### config.mk
export PLATFORM = sky130hd
export DESIGN_NAME = mux_nto1_scan
export DESIGN_NICKNAME = d
export VERILOG_FILES = /design/src/rtl/mux_pkg.sv /design/src/rtl/mux_scan_ctr.sv /design/src/rtl/mux_nto1_scan.sv
export SDC_FILE = /design/constraint.sdc
export NUM_CORES = 1
export LEC_CHECK = 0
export BUFFER_PORTS_ARGS = -buffer_cell sky130_fd_sc_hd__buf_4
export CAP_MARGIN = 0
export CORE_MARGIN = 4
export CORE_UTILIZATION = 40
export CTS_BUF_LIST = sky130_fd_sc_hd__clkbuf_8
export DETAILED_ROUTE_END_ITERATION = 12
export PLACE_DENSITY = 0.7
export SLEW_MARGIN = 20
export SYNTH_ARGS = -nofsm -noshare
export SYNTH_HDL_FRONTEND = slang
export SYNTH_SLANG_ARGS = --single-unit
### constraint.sdc
create_clock -name clk -period 3.3 [get_ports clk]
set_clock_uncertainty 0.2 [all_clocks]
set_input_delay 0.495 -clock clk [delete_from_list [all_inputs] [get_ports clk]]
set_output_delay 0.495 -clock clk [all_outputs]
set_load 0.005 [all_outputs]
### src/rtl/mux_pkg.sv
// Shared constants, scan-state encoding and the masked wrap-around channel search
// used by the N:1 scanning multiplexer.
package mux_pkg;

  localparam logic MODE_MANUAL = 1'b0;
  localparam logic MODE_SCAN   = 1'b1;

  // Upper bound on channel count; the search function works on this fixed width.
  localparam int MAX_CH = 16;
  localparam int IDX_W  = 4;

  typedef enum logic {
    IDLE,
    DWELL
  } scan_state_t;

  // First unmasked channel strictly after cur (with wrap over nch channels).
  // Returns cur unchanged when every channel is masked.
  function automatic logic [IDX_W-1:0] next_ch(
    input logic [IDX_W-1:0]  cur,
    input logic [MAX_CH-1:0] mask,
    input logic [IDX_W:0]    nch
  );
    logic [IDX_W-1:0] res;
    logic             found;
    logic [IDX_W:0]   idx;
    res   = cur;
    found = 1'b0;
    for (int k = 1; k <= MAX_CH; k++) begin
      if ((IDX_W+1)'(k) <= nch) begin
        idx = {1'b0, cur} + (IDX_W+1)'(k);
        if (idx >= nch) begin
          idx = idx - nch;
        end
        if (!found && !mask[idx[IDX_W-1:0]]) begin
          res   = idx[IDX_W-1:0];
          found = 1'b1;
        end
      end
    end
    return res;
  endfunction

endpackage

### src/rtl/mux_scan_ctr.sv
// Scan controller: owns the current channel and the dwell counter, and skips
// masked channels when advancing.
module mux_scan_ctr
  import mux_pkg::*;
#(
  parameter int NUM_CH  = 4,
  parameter int SEL_W   = $clog2(NUM_CH),
  parameter int DWELL_W = 4
) (
  input  logic               clk,
  input  logic               rst_n,
  input  logic               i_en,
  input  logic               i_scan,
  input  logic [DWELL_W-1:0] i_dwell,
  input  logic [NUM_CH-1:0]  i_mask,
  output logic [SEL_W-1:0]   o_cur,
  output logic               o_cur_ok
);

  localparam logic [IDX_W:0] NCH_L = (IDX_W+1)'(NUM_CH);

  scan_state_t        r_state;
  logic [SEL_W-1:0]   r_cur;
  logic [DWELL_W-1:0] r_dcnt;

  logic [MAX_CH-1:0]  w_mask_ext;
  logic               w_all_masked;
  logic [SEL_W-1:0]   w_first;
  logic [SEL_W-1:0]   w_cur;
  logic [SEL_W-1:0]   w_next;
  logic               w_cur_masked;
  logic               w_adv;

  genvar gi;
  generate
    for (gi = 0; gi < MAX_CH; gi++) begin : g_mask
      if (gi < NUM_CH) begin : g_real
        assign w_mask_ext[gi] = i_mask[gi];
      end else begin : g_fill
        assign w_mask_ext[gi] = 1'b0;
      end
    end
  endgenerate

  assign w_all_masked = &i_mask;
  // Searching after the last channel yields the lowest unmasked one.
  assign w_first      = SEL_W'(next_ch(IDX_W'(NUM_CH - 1), w_mask_ext, NCH_L));
  assign w_cur        = (r_state == IDLE && !w_all_masked) ? w_first : r_cur;
  assign w_cur_masked = w_mask_ext[IDX_W'(w_cur)];
  assign w_next       = SEL_W'(next_ch(IDX_W'(w_cur), w_mask_ext, NCH_L));
  // >= so that shrinking dwell below the running count advances at once;
  // a channel masked mid-dwell is left immediately.
  assign w_adv        = w_cur_masked || (r_dcnt >= i_dwell);

  always_ff @(posedge clk or negedge rst_n) begin
    if (!rst_n) begin
      r_state <= IDLE;
      r_cur   <= '0;
      r_dcnt  <= '0;
    end else if (i_en) begin
      if (!i_scan) begin
        r_state <= IDLE;
        r_cur   <= '0;
        r_dcnt  <= '0;
      end else begin
        r_state <= DWELL;
        if (w_all_masked) begin
          r_cur  <= r_cur;
          r_dcnt <= '0;
        end else if (w_adv) begin
          r_cur  <= w_next;
          r_dcnt <= '0;
        end else begin
          r_cur  <= w_cur;
          r_dcnt <= r_dcnt + DWELL_W'(1);
        end
      end
    end
  end

  assign o_cur    = w_cur;
  assign o_cur_ok = !w_all_masked && !w_cur_masked;

endmodule

### src/rtl/mux_nto1_scan.sv
// Registered N:1 multiplexer with MANUAL select and SCAN (auto-walk) modes.
// Optional channel masking is enabled by defining MUX_CH_MASK_EN.
module mux_nto1_scan
  import mux_pkg::*;
#(
  parameter int WIDTH   = 8,
  parameter int NUM_CH  = 4,
  parameter int SEL_W   = $clog2(NUM_CH),
  parameter int DWELL_W = 4
) (
  input  logic                    clk,
  input  logic                    rst_n,
  input  logic                    en,
  input  logic                    mode,
  input  logic [SEL_W-1:0]        sel,
  input  logic [DWELL_W-1:0]      dwell,
  input  logic [NUM_CH*WIDTH-1:0] in_data,
`ifdef MUX_CH_MASK_EN
  input  logic [NUM_CH-1:0]       ch_mask,
`endif
  output logic [WIDTH-1:0]        out,
  output logic [SEL_W-1:0]        out_ch,
  output logic                    out_valid,
  output logic                    sel_err
);

  localparam int             NPAD  = 1 << SEL_W;
  localparam logic [SEL_W:0] NCH_L = (SEL_W+1)'(NUM_CH);

  logic [WIDTH-1:0]  w_ch [NPAD];
  logic [NPAD-1:0]   w_mask_pad;
  logic [NUM_CH-1:0] w_mask;
  logic              w_sel_ok;
  logic [SEL_W-1:0]  w_cur;
  logic              w_cur_ok;

  logic [WIDTH-1:0]  r_out;
  logic [SEL_W-1:0]  r_out_ch;
  logic              r_out_valid;
  logic              r_sel_err;

`ifdef MUX_CH_MASK_EN
  assign w_mask = ch_mask;
`else
  assign w_mask = '0;
`endif

  // Pad the channel array to a power of two so any sel value indexes safely.
  genvar gi;
  generate
    for (gi = 0; gi < NPAD; gi++) begin : g_pad
      if (gi < NUM_CH) begin : g_real
        assign w_ch[gi]       = in_data[gi*WIDTH +: WIDTH];
        assign w_mask_pad[gi] = w_mask[gi];
      end else begin : g_fill
        assign w_ch[gi]       = '0;
        assign w_mask_pad[gi] = 1'b1;
      end
    end
  endgenerate

  assign w_sel_ok = ({1'b0, sel} < NCH_L) && !w_mask_pad[sel];

  mux_scan_ctr #(
    .NUM_CH  (NUM_CH),
    .SEL_W   (SEL_W),
    .DWELL_W (DWELL_W)
  ) u_scan_ctr (
    .clk      (clk),
    .rst_n    (rst_n),
    .i_en     (en),
    .i_scan   (mode == MODE_SCAN),
    .i_dwell  (dwell),
    .i_mask   (w_mask),
    .o_cur    (w_cur),
    .o_cur_ok (w_cur_ok)
  );

  always_ff @(posedge clk or negedge rst_n) begin
    if (!rst_n) begin
      r_out       <= '0;
      r_out_ch    <= '0;
      r_out_valid <= 1'b0;
      r_sel_err   <= 1'b0;
    end else if (en) begin
      if (mode == MODE_MANUAL) begin
        if (w_sel_ok) begin
          r_out       <= w_ch[sel];
          r_out_ch    <= sel;
          r_out_valid <= 1'b1;
          r_sel_err   <= 1'b0;
        end else begin
          r_out       <= '0;
          r_out_ch    <= '0;
          r_out_valid <= 1'b0;
          r_sel_err   <= 1'b1;
        end
      end else begin
        r_sel_err <= 1'b0;
        if (w_cur_ok) begin
          r_out       <= w_ch[w_cur];
          r_out_ch    <= w_cur;
          r_out_valid <= 1'b1;
        end else begin
          r_out       <= '0;
          r_out_ch    <= '0;
          r_out_valid <= 1'b0;
        end
      end
    end
  end

  assign out       = r_out;
  assign out_ch    = r_out_ch;
  assign out_valid = r_out_valid;
  assign sel_err   = r_sel_err;

endmodule

=== Word-level counts from Yosys, hierarchy flattened ===
Memories as Yosys holds them, arrays and structs flattened.
Cells that the tools add are included.

* ROM bits: 64
* Register bits: 19
* Output and inout port bits: 12
* Input port bits: 42
* Logic and storage cells: 86
* Memories kept: 4

{| class="wikitable"
|+ Memories
! name !! words !! bits a word !! read ports !! clocked after Yosys merged registers in !! wr ports !! line !! source
|-
| (name not given) || 16 || 1 || 1 || 0 || 0 || mux_pkg.sv:35 || <nowiki>if (!found && !mask[idx[IDX_W-1:0]]) begin</nowiki>
|-
| (name not given) || 16 || 1 || 1 || 0 || 0 || mux_pkg.sv:35 ||
|-
| (name not given) || 16 || 1 || 1 || 0 || 0 || mux_pkg.sv:35 ||
|-
| (name not given) || 16 || 1 || 1 || 0 || 0 || mux_pkg.sv:35 ||
|}

* $add $sub $neg: 9
* Magnitude comparators: 13
* Multiplexer cells: 42
* Reductions and logical operators: 9
* Bitwise gates (word level): 2

{| class="wikitable"
|+ Operators by type and width
! cell !! number
|-
| $mux 8 || 7
|-
| $bmux 8 s2 || 2
|-
| $mux 4 || 6
|-
| $ge 5x3->1 const B || 4
|-
| $lt 4x5->1 const B || 4
|-
| $mux 2 || 10
|-
| $mux 1 || 15
|-
| $sub 3x3->4 const B || 2
|-
| $sub 4x3->4 const B || 2
|-
| $add 2x2->3 const B || 2
|-
| $ge 3x3->1 const B || 2
|-
| $not 2->3 || 2
|-
| $logic_not 1->1 || 5
|-
| $lt 2x5->1 const B || 1
|-
| $add 2x3->4 const B || 1
|-
| $add 4x1->4 const B || 1
|-
| $bmux 1 s2 || 2
|-
| $ge 4x4->1 || 1
|-
| $add 2x1->3 const B || 1
|-
| $logic_and 1x1->1 || 3
|-
| $lt 2x3->1 const B || 1
|-
| $logic_or 1x1->1 || 1
|}

=== Depth between registers and ports, before layout ===
Gate-level depths: netlist of run 1.

* Word-level depth: 17
* Gate-level depth with buffers: 6
* Mapped depth without buffers: 6

=== Cells and area by module ===
From an unflattened synthesis of run 1, not the netlist that was laid out.

* Cell total of the unflattened synthesis: 170
* Area, all modules: 1,843.0 µm²

{| class="wikitable"
|+ Modules (own cells, without submodules)
! module !! sequential area each (µm²) !! area each (µm²) !! cells each !! times used
|-
| mux_nto1_scan || 275.3 || 942.2 || 65 || 1
|-
| mux_scan_ctr || 175.2 || 900.9 || 105 || 1
|}

=== Least setup slack after synthesis of run 1 ===
OpenSTA, ideal clock, no wires.

* Kind: input-to-reg
* Start: input port dwell[0]
* End: register u_scan_ctr.r_cur[1]
* Data required time: 2,976 ps
* Setup time: 124 ps
* Arrival time: 1,515 ps
* Buffers on the path: 0
* Stages: 5
* Setup slack: 1,461 ps
* Cell sequence: ha_1 -> nor3b_1 -> o21ai_2 -> and3_1 -> a211o_1

* Longest elaborated chain between the ends: 4

{| class="wikitable"
|+ RTL lines
! item !! line !! source
|-
| start, declared || mux_nto1_scan.sv:16 || <nowiki>input logic [DWELL_W-1:0] dwell,</nowiki>
|-
| $ge 4x4->1 || mux_scan_ctr.sv:53 || <nowiki>assign w_adv = w_cur_masked || (r_dcnt >= i_dwell);</nowiki>
|-
| $logic_or 1x1->1 || mux_scan_ctr.sv:53 ||
|-
| $mux 2 || mux_scan_ctr.sv:70 || <nowiki>end else if (w_adv) begin</nowiki>
|-
| $mux 2 || mux_scan_ctr.sv:61 || <nowiki>if (!i_scan) begin</nowiki>
|-
| end signal, assigned || mux_scan_ctr.sv:68 || <nowiki>r_cur <= r_cur;</nowiki>
|-
| end signal, assigned || mux_scan_ctr.sv:71 || <nowiki>r_cur <= w_next;</nowiki>
|-
| end signal, assigned || mux_scan_ctr.sv:74 || <nowiki>r_cur <= w_cur;</nowiki>
|-
| end, declared || mux_scan_ctr.sv:23 || <nowiki>logic [SEL_W-1:0] r_cur;</nowiki>
|}

No other way between the ends.
A chain may end at the register's enable or synchronous reset.

=== Final worst setup path of run 1 ===
* Start: register u_scan_ctr.r_cur[0]
* End: register r_out[4] (netlist: out[4])

* Longest elaborated chain between the ends: 7
* Elaborated cells between the ends (all ways): 9
* Classes of those cells: mux (8); bitwise (1)

{| class="wikitable"
|+ RTL lines
! item !! line !! source
|-
| $mux 2 (*) || mux_scan_ctr.sv:48 || <nowiki>assign w_cur = (r_state == IDLE && !w_all_masked) ? w_first : r_cur;</nowiki>
|-
| $not 2->3 (not written as such) || mux_nto1_scan.sv:101 || <nowiki>r_out <= w_ch[w_cur];</nowiki>
|-
| $bmux 8 s2 || mux_nto1_scan.sv:101 ||
|-
| $mux 8 (not written as such) (2 in a row) || mux_nto1_scan.sv:101 ||
|-
| $mux 8 (*) || mux_nto1_scan.sv:100 || <nowiki>if (w_cur_ok) begin</nowiki>
|-
| $mux 8 (*) || mux_nto1_scan.sv:86 || <nowiki>if (mode == MODE_MANUAL) begin</nowiki>
|-
| end signal, assigned || mux_nto1_scan.sv:88 || <nowiki>r_out <= w_ch[sel];</nowiki>
|-
| end signal, assigned || mux_nto1_scan.sv:101 ||
|-
| end, declared || mux_nto1_scan.sv:37 || <nowiki>logic [WIDTH-1:0] r_out;</nowiki>
|}

Every way passes the cells marked *; elsewhere a longest branch is shown, timed or not. The select of a mux whose other input is x is not followed.

==> flow_summary.toml, run 1 <==
[status]
outcome = "finished clean"

[critical_path]
arrival_ns = 2.01
critPathCaptureType = "register"
worstPathBufferInverterCount = 0
slowest_delay_ns = 0.81
cp_cell_sequence = "nand2_1, nor3_1, o21ai_1, a32o_1"
cpMaxStageDelayCell = "dfrtp_1"
crit_required_ns = 3.24
worstPathMaxFanout = 17
crit_family = "flip-flops"
start_kind = "register"
crit_type = "reg2reg"

[cts]
cts_tree = "built"
root_buffer = "clkbuf_8"
hold_buffers = 1
post_cts_buffers = 0
clk_pin_slew_ns = 0.07
cts.repair.resized = 0
cts_buffers = 3
clock-sinks = 18
cts_max_level = 1
ctsLongestPathBuffers = 2
clk_latency_ns = 0.25

[worst_hold_path]
hold_path.class = "reg2reg"

[logic_synthesis]
ys_async_sr_fraction_pct = 100
netlist.area_leader.share_pct = 30.8
ys_ff_latch = 18
syn_area_mm2 = 0.00146
yosysMostFrequentCell = "mux2i_1"
netlist_top_cells_count = "25 x mux2i_1, 18 x dfrtp_1, 12 x a21oi_1"
syn-instance-count = 160
synth_top_area_cell = "dfrtp_1"
synth.avg_cell_area_um2 = 9.13
synth_nets = 207
synth_edf_count = 0
yosysWarnings = 0
synth.distinct_cells = 38
synthTopCellsByArea = "dfrtp_1 31%, mux2i_1 17%, a32o_1 5.5%"
yosysSeqAreaShare_pct = 30.8
synth_flop_cell = "dfrtp_1"

[timing]
fin_hold_ws_ns = 0.278
post-route-min-period_ns = 2.06
post-route-period-util_pct = 62.6
rsz0062_at_grt = "false"
totalNegativeSetupSlack_ns = 0
max_slew.worst_pin.slew_ns = 0.714
hold_viol = 0
fmax_mhz = 484
drv_slew = 0
finalSetupViolCount = 0
relSlewSlack_pct = 52.4

[placement]
io_buffers = 52
gp_congestion = 0.775
hpwl_mm = 2.95

[grt]
grt_pass1_vias = 1414
antenna_found_initial = 0
overflow = 0
grt_first_pass_wirelength_mm = 6.44
grt_max_degree = 26
track_usage_pct = 17.8

[floorplanning]
dieArea_mm2 = 0.00468
boundaryPins = 54
core_area_mm2 = 0.00344
initial_core_util_pct = 42.4
die_h_um = 68.4
rows = 21
fp.dieW_um = 68.4

[layout]
antenna_cells = 0
layout-drive-gt1-share_pct = 34.2
num-nets-final = 250
area_delta_synth_final_pct = 28.6

[routing]
vias = 1428
drtIter0Drc = 91
dr.pass1.iters = 4
wl_mm = 4.03
ant_nets = 0
vias_per_cell = 5.76
wl_per_cell_um = 16.2
drc_errors = 0

[power_and_ir_drop]
powerDensity_mw_per_mm2 = 409
design_power_total_mw = 0.768
peakVddDrop_v = 0.000183
leakage_nw = 0.862

[run]
maxCapViolCount = 0
## worst register-to-register path, delay by kind of cell, from the launching register on
family	cells	cell delay (ns)
AO/OA/AOI/OAI	2	0.33
flip-flops	1	0.81
AND/OR/NAND/NOR	2	0.62
## report_power, final
group | leakage [nW] | switching (mW) | internal [mW]
Combinational | 0.612 | 0.127 | 0.147
Sequential | 0.221 | 0.0570 | 0.252
Clock | 0.0288 | 0.0781 | 0.106
Total | 0.862 | 0.262 | 0.505
## layout by cell type (no fill, tap or decap), types with 2 or more instances in the layout
master and count:
a31oi_1 2, and3_1 2, inv_1 5, ha_1 5
mux2i_1 25, a21oi_1 12, a32oi_1 6, nor2_1 6
buf_4 52, dfrtp_1 18, o21ai_1 8, or2_2 2
a21oi_2 7, nor3_1 9, o21ai_0 3, a22oi_1 2
inv_2 2, nand3_1 2, a32o_1 8, o2bb2ai_1 3
nand2_1 6, clkbuf_8 4
## layer usage
metal | part of all wire, % | up-vias | global-route usage (%)
met5 | 0 | - | 0
met1 | 43 | 687 | 24.1
li1 | - | 686 | -
met4 | 0.50 | 0 | 3.47
met2 | 49 | 51 | 30.2
met3 | 7.1 | 4 | 2.46
## sequential cells by signal, indices dropped and copies added, names as in the netlist
| register | cells |
|---|---|
| out | 8 |
| out_valid | 1 |
| u_scan_ctr.r_state | 1 |
| out_ch | 2 |
| u_scan_ctr.r_dcnt | 4 |
| u_scan_ctr.r_cur | 2 |
## area by class of cell
type	count	area, µm²
Tap cell	46	57.6
Inverter	7	26.3
Timing Repair Buffer	53	400
Fill cell	314	1560
Multi-Input combinational cell	120	888
Sequential cell	18	450
Clock buffer	4	55.1
## worst paths after layout
check                                    start                    to  slack [ns]  cells past startpoint
max                        u_scan_ctr.r_cur[0]                out[4]        1.24                      4
min                                  out_valid             out_valid        0.28                      1
max reg2reg                u_scan_ctr.r_cur[0]                out[4]        1.24                      4
min reg2reg                          out_valid             out_valid        0.28                      1
max in group asynchronous                rst_n  u_scan_ctr.r_dcnt[2]        2.22                      2
min in group asynchronous                rst_n                out[7]        0.47                      2
## logic make-up after synthesis
| logic type | share of synthesized area, % |
|---|---|
| AO/OA/AOI/OAI | 27.8 |
| AND/OR/NAND/NOR | 10.8 |
| multiplexers | 17.1 |
| buffers and inverters | 8.31 |
| flip-flops | 30.8 |
| adder cells (fa/ha/maj) | 4.28 |
| other | 0.257 |
| XOR/XNOR | 0.600 |
## stage by stage
stage	setup WS, ns	area [µm²]	util [%]	cells
global placement	1.32	1810	52.7	243
CTS	1.28	1880	54.6	248
floorplan	1.46	1460	-	160
finish	1.24	1880	54.6	248
detailed placement	1.27	1810	52.7	243
global route	1.10	1880	54.6	248
Note: power is estimated with default switching activity, not from simulation.
==> inputs of run 2 (changes only) <==
--- a/config.mk
+++ b/config.mk
@@ -5,13 +5,14 @@
 export SDC_FILE = /design/constraint.sdc
 export NUM_CORES = 1
 export LEC_CHECK = 0
+export ABC_AREA = 1
 export BUFFER_PORTS_ARGS = -buffer_cell sky130_fd_sc_hd__buf_4
 export CAP_MARGIN = 0
 export CORE_MARGIN = 4
 export CORE_UTILIZATION = 40
 export CTS_BUF_LIST = sky130_fd_sc_hd__clkbuf_8
 export DETAILED_ROUTE_END_ITERATION = 12
-export PLACE_DENSITY = 0.7
+export PLACE_DENSITY = 0.69
 export SLEW_MARGIN = 20
 export SYNTH_ARGS = -nofsm -noshare
 export SYNTH_HDL_FRONTEND = slang
==> constraint.sdc (replaced) <==
create_clock -name clk -period 1.9 [get_ports clk]
set_clock_uncertainty 0.2 [all_clocks]
set_input_delay 0.285 -clock clk [delete_from_list [all_inputs] [get_ports clk]]
set_output_delay 0.285 -clock clk [all_outputs]
set_load 0.005 [all_outputs]
==> flow_summary.toml, run 2 <==
[logic_synthesis]
ys_async_sr_fraction_pct = 100
synth.distinct_cells = 23
yosysSeqAreaShare_pct = 29.2
synthXorXnorAreaFrac_pct = 1.14
synth_mux_area_share_pct = 0
syn_area_mm2 = 0.00154
synth_flop_cell = "dfrtp_1"
yosysWarnings = 0
netlist.area_leader.share_pct = 29.2
synth_top_area_cell = "dfrtp_1"
synthTopCellsByArea = "dfrtp_1 29%, nand2_1 21%, inv_1 7.5%"
ys_ff_latch = 18
synth-simple-area-share_pct = 34.2
syn-instance-count = 242
synth.avg_cell_area_um2 = 6.37
synthAdderAreaFrac_pct = 4.06
netlist_top_cells_count = "88 x nand2_1, 31 x inv_1, 20 x nand3_1"
synth_top_family_by_area = "simple AND/OR/NAND/NOR gates"
synth_compound_area_share_pct = 16.2
synth_nets = 289
yosysMostFrequentCell = "nand2_1"
synth_edf_count = 0

[placement]
hpwl_mm = 3.11
placed_area_mm2 = 0.00189
io_buffers = 52
gp_congestion = 0.826
dp.cells = 332

[grt]
track_usage_pct = 16.6
grt_first_pass_wirelength_mm = 6.76
use_met3_pct = 4.32
use_met2_pct = 27.4
grt_pass1_vias = 1487
globalRouteMet1Util_pct = 22.0
grt_max_degree = 32
overflow = 0
grt_busiest_layer = "met2"
antenna_found_initial = 0

[status]
outcome = "finished clean"

[cts]
cts_max_level = 1
ctsLongestPathBuffers = 2
clk_latency_ns = 0.25
root_buffer = "clkbuf_8"
clk_pin_slew_ns = 0.07
clock-sinks = 18
post_cts_buffers = 0
cts_tree = "built"
cts_buffers = 3

[timing]
totalNegativeSetupSlack_ns = 0
hold_viol = 0
fin_hold_ws_ns = 0.160
post-route-min-period_ns = 1.62
post-route-period-util_pct = 85.5
drv_slew = 0
rsz0062_at_grt = "false"
finalSetupViolCount = 0
fmax_mhz = 616

[routing]
wl_per_cell_um = 12.2
wl_mm = 4.12
ant_nets = 0
vias = 1645
dr.pass1.iters = 4
vias_per_cell = 4.88
drtIter0Drc = 126
drc_errors = 0

[critical_path]
start_kind = "register"
crit_required_ns = 1.90
crit_type = "reg2reg"
worstPathMaxFanout = 4
arrival_ns = 1.62
critPathCaptureType = "register"

[floorplanning]
initial_core_util_pct = 41.8
fp.dieW_um = 70.1
boundaryPins = 54
rows = 22
core_area_mm2 = 0.00369
die_h_um = 70.1
dieArea_mm2 = 0.00491

[power_and_ir_drop]
powerDensity_mw_per_mm2 = 582
design_power_total_mw = 1.14
peakVddDrop_v = 0.000643
leakage_nw = 1.13

[layout]
layout_common_cells = "88 x nand2_1, 53 x buf_4, 31 x inv_1, 20 x nand3_1, 18 x dfrtp_1"
layout-drive-gt1-share_pct = 22.5
final_area_mm2 = 0.00196
largest_reg_flops = 8
num-nets-final = 337
antenna_cells = 0
area_delta_synth_final_pct = 27.4
layout_commonest_cell = "nand2_1"
instances_no_fill = 337

[run]
maxCapViolCount = 0

[worst_hold_path]
hold_path.class = "in2reg"
run 2: metal layers:
layer  routed length (µm)  vias up
li1                     -      867
met3                  296        4
met5                    0        -
met2                 1870       55
met4                   27        0
met1                 1930      719
run 2: worst max-delay path: stages (launching register included):
cell and delay [ns]:
dfrtp_1 0.41, ha_1 0.30, a21oi_1 0.27, nand3_1 0.18, nand2_1 0.10, nand3_1 0.06
nand2_1 0.06
run 2: where the power goes:
part	leakage (nW)	internal, mW	switching (mW)	total [mW]
logic	0.878	0.172	0.192	0.364
registers	0.223	0.427	0.0406	0.468
clock network	0.0288	0.184	0.126	0.310
total	1.13	0.783	0.359	1.14
run 2: layout make-up:
cell class	count	area, µm²
tap	48	60.1
multi-input combinational	180	866
inverter	33	124
fill	412	1730
clock buffer	4	55.1
sequential	18	450
timing repair buffer	54	408
run 2: logic make-up after synthesis:
group,Yosys count
buf+inv,44
flops,18
xor+xnor,2
compound gates,47
other cells,1
simple gates,125
fa+ha+maj,5
run 2: path summary, 6_finish.rpt:
check	startpoint	endpoint	slack, ns	cells after the start
worst max-delay path	u_scan_ctr.r_dcnt[3]	u_scan_ctr.r_cur[1]	0.28	6
worst min-delay path	en	out_valid	0.16	2
worst max register to register	u_scan_ctr.r_dcnt[3]	u_scan_ctr.r_cur[1]	0.28	6
worst min register to register	out_valid	out_valid	0.27	1
max in group asynchronous	rst_n	out[5]	1.06	2
min in group asynchronous	rst_n	out[7]	0.24	2
run 2: stage by stage:
stage / util (%) / worst slack (ns)
floorplan: - / 0.435
global placement: 51.3 / 0.167
detailed placement: 51.3 / 0.171
CTS: 53.1 / 0.154
global route: 53.2 / 0.134
finish: 53.2 / 0.276
run 2: timing repair:
action	CTS	global route
setup endpoints to repair	0	1
endpoints found under the hold margin	18	0
gates resized for setup	0	1
hold buffers	1	0
==> inputs of run 3 (changes only) <==
--- a/config.mk
+++ b/config.mk
@@ -6,13 +6,12 @@
 export NUM_CORES = 1
 export LEC_CHECK = 0
 export ABC_AREA = 1
-export BUFFER_PORTS_ARGS = -buffer_cell sky130_fd_sc_hd__buf_4
 export CAP_MARGIN = 0
 export CORE_MARGIN = 4
 export CORE_UTILIZATION = 40
-export CTS_BUF_LIST = sky130_fd_sc_hd__clkbuf_8
 export DETAILED_ROUTE_END_ITERATION = 12
-export PLACE_DENSITY = 0.69
+export DONT_BUFFER_PORTS = 1
+export PLACE_DENSITY = 0.57
 export SLEW_MARGIN = 20
 export SYNTH_ARGS = -nofsm -noshare
 export SYNTH_HDL_FRONTEND = slang
==> flow_summary.toml, run 3 (synthesis gave the netlist of run 2 again) <==
[status]
outcome = "finished clean"

[grt]
grt_first_pass_wirelength_mm = 6.64
antenna_found_initial = 0
grt_max_degree = 32
overflow = 0
grt_pass1_vias = 1391
track_usage_pct = 16.6

[timing]
rsz0062_at_grt = "false"
finalSetupViolCount = 0
fmax_mhz = 590
post-route-period-util_pct = 89.3
drv_slew = 0
totalNegativeSetupSlack_ns = 0
hold_viol = 0
relSlewSlack_pct = 43.2
post-route-min-period_ns = 1.70
max_slew.worst_pin.slew_ns = 0.849

[power_and_ir_drop]
leakage_nw = 0.883
intPower_mw = 0.703
pwr-share-comb_pct = 23.7
powerDensity_mw_per_mm2 = 639
peakVddDrop_v = 0.000496
netSwitchingFraction_pct = 31.1
seqPwrFrac_pct = 46.0
power.share.clock_pct = 30.4
p_switching_mw = 0.318

[routing]
vias_per_cell = 5.10
dr.pass1.iters = 4
vias = 1468
drc_errors = 0
wl_mm = 3.95
wl_per_cell_um = 13.7
ant_nets = 0
drtIter0Drc = 122

[critical_path]
slowest_delay_ns = 0.43
ff2ff_path_depth = 7
start_kind = "register"
worstPathMaxFanout = 31
cpMaxStageDelayCell = "dfrtp_1"
crit_type = "reg2reg"
arrival_ns = 1.69
path_common_cell = "nand3_1"
r2r_slack_ns = 0.20
r2r-start = "u_scan_ctr.r_cur[0]"
r2r-end = "out[5]"
crit_required_ns = 1.89
cp_cell_sequence = "nand2_2, inv_1, nand2_1, nand3_1, nand3_1, nand3_1, nand2_1"
critPathCaptureType = "register"

[layout]
final_core_util_pct = 43.3
seq_area_um2 = 450
num-nets-final = 288
layout_common_cells = "88 x nand2_1, 31 x inv_1, 20 x nand3_1, 18 x dfrtp_1, 16 x a21oi_1"
antenna_cells = 0
area_delta_synth_final_pct = 3.65
multi_input_comb_area_um2 = 861
layout_commonest_cell = "nand2_1"
fillCellCount = 415
largest_reg_flops = 8
layout-drive-gt1-share_pct = 5.42

[cts]
ctsLongestPathBuffers = 2
post_cts_buffers = 0
cts.repair.resized = 0
root_buffer = "clkbuf_8"
clk_pin_slew_ns = 0.07
clock-sinks = 18
clk_latency_ns = 0.25
cts_max_level = 1
cts_buffers = 3
cts_tree = "built"

[run]
maxCapViolCount = 0

[worst_hold_path]
hold_path_depth = 2
worstHoldStart = "en"
min_to = "out[5]"
hold_path.class = "in2reg"

[floorplanning]
initial_core_util_pct = 41.8
die_h_um = 70.1
dieArea_mm2 = 0.00491
rows = 22
fp.dieW_um = 70.1
boundaryPins = 54
core_area_mm2 = 0.00369

[placement]
gp_congestion = 0.803
io_buffers = 0
hpwl_mm = 2.96
run 3: cell count changes in the layout (fill, tap and decap cells not counted), sizes merged:
cell,before,now
buf,53,1
dlygate4sd3,1,4
run 3: worst max-delay path by stage:
stage / from / end / slack [ns] / depth (start not counted)
floorplan: u_scan_ctr.r_dcnt[3] / u_scan_ctr.r_cur[0] / 0.44 / 6
global placement: u_scan_ctr.r_cur[0] / out[5] / 0.19 / 7
global route: u_scan_ctr.r_cur[0] / out[5] / 0.01 / 7
finish: u_scan_ctr.r_cur[0] / out[5] / 0.20 / 7
detailed placement: u_scan_ctr.r_cur[0] / out[5] / 0.21 / 7
CTS: u_scan_ctr.r_cur[0] / out[5] / 0.18 / 7
run 3: power groups by stage:
| stage | Sequential [mW] | Clock, mW | Combinational (mW) |
|---|---|---|---|
| floorplan | 0.465 | 0 | 0.215 |
| global placement | 0.479 | 0 | 0.226 |
| detailed placement | 0.477 | 0 | 0.228 |
| CTS | 0.471 | 0.317 | 0.243 |
| global route | 0.478 | 0.344 | 0.286 |
| finish | 0.470 | 0.310 | 0.242 |
run 3: metal layers:
layer | GRT usage (%) | vias to the layer above | share of wire [%]
met5 | 0 | - | 0
met4 | 1.91 | 0 | 0
met3 | 7.77 | 0 | 11
met2 | 25.5 | 47 | 44
met1 | 21.8 | 654 | 45
li1 | - | 767 | -
run 3: worst max-delay path: cells and delay by family (launching register included):
| kind | cells | cell delay (ns) |
|---|---|---|
| flops | 1 | 0.43 |
| simple gates | 6 | 0.83 |
| buf+inv | 1 | 0.18 |
run 3: layout make-up:
cell class	instances	share of cell area (%)
Timing Repair Buffer	5	2.98
Inverter	33	7.75
Tap cell	48	3.76
Sequential cell	18	28.2
Multi-Input combinational cell	180	53.9
Clock buffer	4	3.45
run 3: metrics by stage:
stage                     worst slack, ns  hold WS (ns)  total power, mW  cells  cell area, µm²
final                               0.204       0.00664             1.02    288            1600
after CTS                           0.181      0.000363             1.03    287            1590
after global placement              0.188        -0.210            0.705    280            1500
after detailed placement            0.211        -0.210            0.706    280            1500
after floorplan                     0.435        -0.211            0.680    242            1540
after global routing               0.0147        0.0251             1.11    288            1600
run 3: repair_timing:
item / CTS / global route
endpoints found under the hold margin: 21 / 1
hold buffers: 3 / 1
setup endpoints to repair: 0 / 0
